==> config.mk <==
export PLATFORM = sky130hd
export DESIGN_NAME = tm1638_key_reader
export DESIGN_NICKNAME = d
export VERILOG_FILES = /design/src/rtl/tm1638_key_reader.sv
export SDC_FILE = /design/constraint.sdc
export NUM_CORES = 1
export LEC_CHECK = 0
export ABC_AREA = 1
export CORE_ASPECT_RATIO = 0.6
export CORE_MARGIN = 10
export CORE_UTILIZATION = 40
export CTS_CLUSTER_SIZE = 10
export DETAILED_ROUTE_END_ITERATION = 10
export SKIP_CTS_REPAIR_TIMING = 1
export SLEW_MARGIN = 10
export SYNTH_ARGS = -nofsm -noshare
export SYNTH_HDL_FRONTEND = slang
export SYNTH_SLANG_ARGS = --single-unit
==> constraint.sdc <==
create_clock -name i_Clk -period 3.9 [get_ports i_Clk]
set_input_delay 0.585 -clock i_Clk [delete_from_list [all_inputs] [get_ports i_Clk]]
set_output_delay 0.585 -clock i_Clk [all_outputs]
set_load 0.03 [all_outputs]
==> src/rtl/tm1638_key_reader.sv <==
// tm1638_key_reader
//   Reads the TM1638 key-scan matrix over the 3-wire bus. It sends the
//   read-key command 0x42 LSB first, releases DIO, waits the chip's Twait
//   time, and then clocks in 32 data bits (4 bytes, LSB first, byte 0
//   first). The transaction ends with one o_Valid strobe, and on that cycle
//   o_Raw/o_Keys are loaded.
//   o_Busy grants bus ownership to this block in the top-level pin mux.
//
// Ports
//   i_Clk      system clock, posedge
//   i_Rst      synchronous active-high reset
//   i_Start    request one key scan (sampled only in IDLE)
//   i_Dio      DIO pad input
//   o_Stb      TM1638 STB, active low
//   o_SClk     TM1638 CLK, idles high
//   o_Dio_Out  DIO drive value
//   o_Dio_Oe   DIO output enable, 1 = drive
//   o_Busy     transaction in progress
//   o_Raw      raw key bytes, byte k at [8k+7:8k]
//   o_Keys     decoded front-panel keys, 1 = pressed
//   o_Valid    one-cycle strobe, o_Raw/o_Keys updated this cycle
//
// state       | meaning
// S_IDLE      | bus released, waiting for i_Start
// S_STB_SETUP | STB low, SCLK high, DIO driven 1 for H cycles
// S_CMD       | shift out 0x42, LSB first, 2H cycles per bit
// S_WAIT      | DIO released, SCLK high for W cycles (Twait)
// S_READ      | shift in 32 key bits, LSB first
// S_STB_HOLD  | SCLK high, STB still low for H cycles
// S_DONE      | STB released, publish data, pulse o_Valid

module tm1638_key_reader #(
   parameter int CLK_DIV_CYCLES = 4,
   parameter int WAIT_CYCLES    = 8
) (
   input  logic        i_Clk,
   input  logic        i_Rst,
   input  logic        i_Start,
   input  logic        i_Dio,
   output logic        o_Stb,
   output logic        o_SClk,
   output logic        o_Dio_Out,
   output logic        o_Dio_Oe,
   output logic        o_Busy,
   output logic [31:0] o_Raw,
   output logic [7:0]  o_Keys,
   output logic        o_Valid
);

   localparam int H       = CLK_DIV_CYCLES;
   localparam int W       = WAIT_CYCLES;
   localparam int CNT_MAX = (H > W) ? H : W;
   localparam int CW      = (CNT_MAX < 2) ? 1 : $clog2(CNT_MAX);

   localparam logic [CW-1:0] H_LAST   = CW'(H - 1);
   localparam logic [CW-1:0] W_LAST   = CW'((W > 0) ? (W - 1) : 0);
   localparam logic [7:0]    CMD_READ = 8'h42;

   typedef enum logic [2:0] {
      S_IDLE,
      S_STB_SETUP,
      S_CMD,
      S_WAIT,
      S_READ,
      S_STB_HOLD,
      S_DONE
   } state_t;

   state_t        state, state_nxt;
   logic [CW-1:0] cnt, cnt_nxt;
   logic [4:0]    bit_cnt, bit_nxt;
   logic          phase_hi, phase_nxt;
   logic [31:0]   shift, shift_nxt;

   logic          stb_nxt, sclk_nxt, dout_nxt, oe_nxt, busy_nxt, valid_nxt;
   logic [31:0]   raw_nxt;
   logic [7:0]    keys_nxt;

   logic          cnt_last;
   assign cnt_last = (cnt == H_LAST);

   always_comb begin
      state_nxt = state;
      cnt_nxt   = cnt;
      bit_nxt   = bit_cnt;
      phase_nxt = phase_hi;
      shift_nxt = shift;
      stb_nxt   = 1'b1;
      sclk_nxt  = 1'b1;
      dout_nxt  = 1'b1;
      oe_nxt    = 1'b0;
      busy_nxt  = 1'b0;
      valid_nxt = 1'b0;
      raw_nxt   = o_Raw;
      keys_nxt  = o_Keys;

      case (state)
         S_IDLE: begin
            if (i_Start) begin
               state_nxt = S_STB_SETUP;
               cnt_nxt   = '0;
            end
         end

         S_STB_SETUP: begin
            stb_nxt  = 1'b0;
            busy_nxt = 1'b1;
            oe_nxt   = 1'b1;
            if (cnt_last) begin
               state_nxt = S_CMD;
               cnt_nxt   = '0;
               bit_nxt   = '0;
               phase_nxt = 1'b0;
            end else begin
               cnt_nxt = cnt + 1'b1;
            end
         end

         S_CMD: begin
            stb_nxt  = 1'b0;
            busy_nxt = 1'b1;
            oe_nxt   = 1'b1;
            sclk_nxt = phase_hi;
            // Bit index only advances at the start of a low phase, so DIO
            // is stable across the rising edge.
            dout_nxt = CMD_READ[bit_cnt[2:0]];
            if (cnt_last) begin
               cnt_nxt = '0;
               if (!phase_hi) begin
                  phase_nxt = 1'b1;
               end else begin
                  phase_nxt = 1'b0;
                  if (bit_cnt == 5'd7) begin
                     bit_nxt   = '0;
                     state_nxt = (W == 0) ? S_READ : S_WAIT;
                  end else begin
                     bit_nxt = bit_cnt + 5'd1;
                  end
               end
            end else begin
               cnt_nxt = cnt + 1'b1;
            end
         end

         S_WAIT: begin
            stb_nxt  = 1'b0;
            busy_nxt = 1'b1;
            if (cnt == W_LAST) begin
               state_nxt = S_READ;
               cnt_nxt   = '0;
               bit_nxt   = '0;
               phase_nxt = 1'b0;
            end else begin
               cnt_nxt = cnt + 1'b1;
            end
         end

         S_READ: begin
            stb_nxt  = 1'b0;
            busy_nxt = 1'b1;
            sclk_nxt = phase_hi;
            // The pins lag the state by one register stage. The edge that
            // drives SCLK high therefore sees DIO as it was during the last
            // low cycle.
            if (phase_hi && (cnt == '0)) begin
               shift_nxt[bit_cnt] = i_Dio;
            end
            if (cnt_last) begin
               cnt_nxt = '0;
               if (!phase_hi) begin
                  phase_nxt = 1'b1;
               end else begin
                  phase_nxt = 1'b0;
                  if (bit_cnt == 5'd31) begin
                     bit_nxt   = '0;
                     state_nxt = S_STB_HOLD;
                  end else begin
                     bit_nxt = bit_cnt + 5'd1;
                  end
               end
            end else begin
               cnt_nxt = cnt + 1'b1;
            end
         end

         S_STB_HOLD: begin
            stb_nxt  = 1'b0;
            busy_nxt = 1'b1;
            if (cnt_last) begin
               state_nxt = S_DONE;
               cnt_nxt   = '0;
            end else begin
               cnt_nxt = cnt + 1'b1;
            end
         end

         S_DONE: begin
            valid_nxt = 1'b1;
            raw_nxt   = shift;
            for (int k = 0; k < 4; k++) begin
               keys_nxt[k]     = shift[8*k];
               keys_nxt[k + 4] = shift[8*k + 4];
            end
            state_nxt = S_IDLE;
         end

         default: begin
            state_nxt = S_IDLE;
         end
      endcase
   end

   always_ff @(posedge i_Clk) begin
      if (i_Rst) begin
         state     <= S_IDLE;
         cnt       <= '0;
         bit_cnt   <= '0;
         phase_hi  <= 1'b0;
         shift     <= '0;
         o_Stb     <= 1'b1;
         o_SClk    <= 1'b1;
         o_Dio_Out <= 1'b1;
         o_Dio_Oe  <= 1'b0;
         o_Busy    <= 1'b0;
         o_Raw     <= '0;
         o_Keys    <= '0;
         o_Valid   <= 1'b0;
      end else begin
         state     <= state_nxt;
         cnt       <= cnt_nxt;
         bit_cnt   <= bit_nxt;
         phase_hi  <= phase_nxt;
         shift     <= shift_nxt;
         o_Stb     <= stb_nxt;
         o_SClk    <= sclk_nxt;
         o_Dio_Out <= dout_nxt;
         o_Dio_Oe  <= oe_nxt;
         o_Busy    <= busy_nxt;
         o_Raw     <= raw_nxt;
         o_Keys    <= keys_nxt;
         o_Valid   <= valid_nxt;
      end
   end

endmodule

==> metrics.csv <==
metric;value;unit
cts_tree;built;
synth_top_area_cell;dfxtp_1;
drtIter0Drc;255;
syn-num-nets;524;
clk_pin_slew;0.06;ns
yosysMostFrequentCell;nor2_1;
ys_warn_count;0;
outcome;finished clean;
cts_buffers;9;
synthTopCellsByCount;nor2_1, dfxtp_1, o21ai_0, nand2_1, nor3_1;
cts_buffer_depth;2;
cts_htree_levels;3;
ys_ff_latch;82;
min_from;shift[14];
crit_required;4.13;ns
grt_pass1_vias;3170;
core-area;9155;um^2
worstSetupStartpointType;input pin;
placedInstanceArea;4190;um^2
grt_overflow_total;0;
clkLatencyLatePin;0.34;ns
vias_per_cell;5.079;
leakage;1.872;nW
portBuffers;49;
dpl.hpwl;6104;um
synth_edf_count;0;
netlist_top_cells_area;dfxtp_1, nor2_1, o21ai_0;
avgSynthCellArea;7.343;um^2
post_drt_wl_per_cell;13.86;um
relSlewSlack;22.59;%
num_antenna_cells;0;
design_area;4476;um^2
initial_core_util;40.90;%
io-pin-count;50;
fmax;476.9;MHz
setup_tns;0;ns
synthCells;510;
pwr_density_cell;620.2;nW/um^2
synth_top_area_share;43.84;%
min_period_over_period;53.76;%
maxCapViolations;0;
arrival;2.32;ns
rrSetupSlack;1.88;ns
drive_above_1_share;6.691;%
die_height;94.95;um
num_vias;3393;
grt_max_degree;64;
first_pass_iters;6;
r2r_cells;7;
finalClockSkew;0.004006;ns
holdPathStages;2;
ys_types;29;
rows;27;
fin_util;48.89;%
postSynth.asyncResetShare;0;%
antenna_found_initial;0;
synth_area;3745;um^2
ir_worst_vdd;272.6;uV
hold_end;o_Raw[14];
min_period;2.097;ns
dieArea;13760;um^2
ys_seq_area_share;43.84;%
clockRootBuffer;clkbuf_16;
rsz0062_at_grt;false;
track_usage;13.74;%
worstReg2RegStart;state[0];
r2r-end;shift[6];
grt_pass1_wl;15780;um
synth_flop_cell;dfxtp_1;
hold_class;register to register;
worst_pin_slew;1.158;ns
crit_fanout;63;
setup_viol;0;
hold_violations;0;
crit_start;i_Rst;
drt-total-wl;9261;um
slew_viol_final;0;
finalWeightedCongestion;0.8434;
post-route-drc-count;0;
hold_ws;0.4773;ns
drtAntennaViolNets;0;
path_class;input pin to register;
die_x;144.9;um
cts_sinks;82;
crit_path_end_kind;register;
syn_to_final_growth;19.51;%
fin_nets;547;
## sequential cells by signal (all words and copies together) (netlist names)
signal,count
o_SClk,1
shift,32
o_Dio_Oe,1
o_Raw,32
o_Busy,1
cnt,3
o_Dio_Out,1
state,3
o_Valid,1
phase_hi,1
bit_cnt,5
o_Stb,1
## where the power goes
group	switching (mW)	internal [mW]	leakage, nW	total (mW)
sequential	0.0959	0.929	0.664	1.03
combinational	0.674	0.268	1.07	0.942
clock	0.324	0.484	0.136	0.808
total	1.09	1.68	1.87	2.78
## how the worst max path moves through the flow
stage                     slack, ns         to  cells past startpoint
final                          1.80  o_Raw[23]                      5
after global routing           1.63  shift[25]                      7
after CTS                      1.83  o_Raw[23]                      5
after detailed placement       1.48  shift[19]                      5
after global placement         1.55  shift[25]                      5
after floorplan                2.42  shift[22]                      7
## critical path, cell delays in order
cell,delay [ns]
clkdlybuf4s50_1,0.75
clkinv_1,0.33
buf_4,0.39
o21ai_0,0.17
nor2_1,0.06
## layout make-up
cell class | instances | area [um^2]
inverters | 32 | 120.1
multi-input cells | 357 | 1760
flip-flops and latches | 82 | 1642
fillers | 914 | 4679
well taps | 130 | 162.7
repair buffers | 51 | 505.5
clock inverters | 1 | 7.507
clock buffers | 15 | 277.8
## kinds of logic after synthesis
group,share of synthesized area [%]
DFF,43.84
and+or+nand+nor,32.98
buffers and inverters,9.221
adders and majority gates,3.341
AOI/OAI and AO/OA,10.63
## through the flow
| step | setup slack [ns] | std cells | total power, mW |
|---|---|---|---|
| floorplan | 2.416 | 510 | 1.728 |
| global placement | 1.546 | 652 | 1.960 |
| detailed placement | 1.483 | 652 | 1.980 |
| CTS | 1.833 | 668 | 2.799 |
| global route | 1.625 | 668 | 2.960 |
| finish | 1.803 | 668 | 2.776 |
## metal layers
| layer | up-vias | GRT usage (%) | wire, um | share of wire (%) |
|---|---|---|---|---|
| met4 | 0 | 3.046 | 40 | 0.43 |
| li1 | 1724 | - | - | - |
| met5 | - | 0 | 0 | 0 |
| met3 | 4 | 5.585 | 699 | 7.5 |
| met2 | 96 | 20.78 | 3830 | 41 |
| met1 | 1569 | 18.04 | 4691 | 51 |
## placed cells by master, fill, tap and decap left out, drive strengths merged
master	Yosys	routed
nor2	129	129
dfxtp	82	82
o21ai	67	67
nand2	55	55
clkdlybuf4s50	0	49
nor3	32	32
inv	30	30
nor4	29	29
nand3	18	18
clkbuf	16	15
ha	10	10
a21oi	9	9
nand4	5	5
clkinv	2	2
buf	23	2
o211ai	1	1
or2	1	1
a31oi	1	1
clkinvlp	0	1
Note: power is estimated with default switching activity, not from simulation.
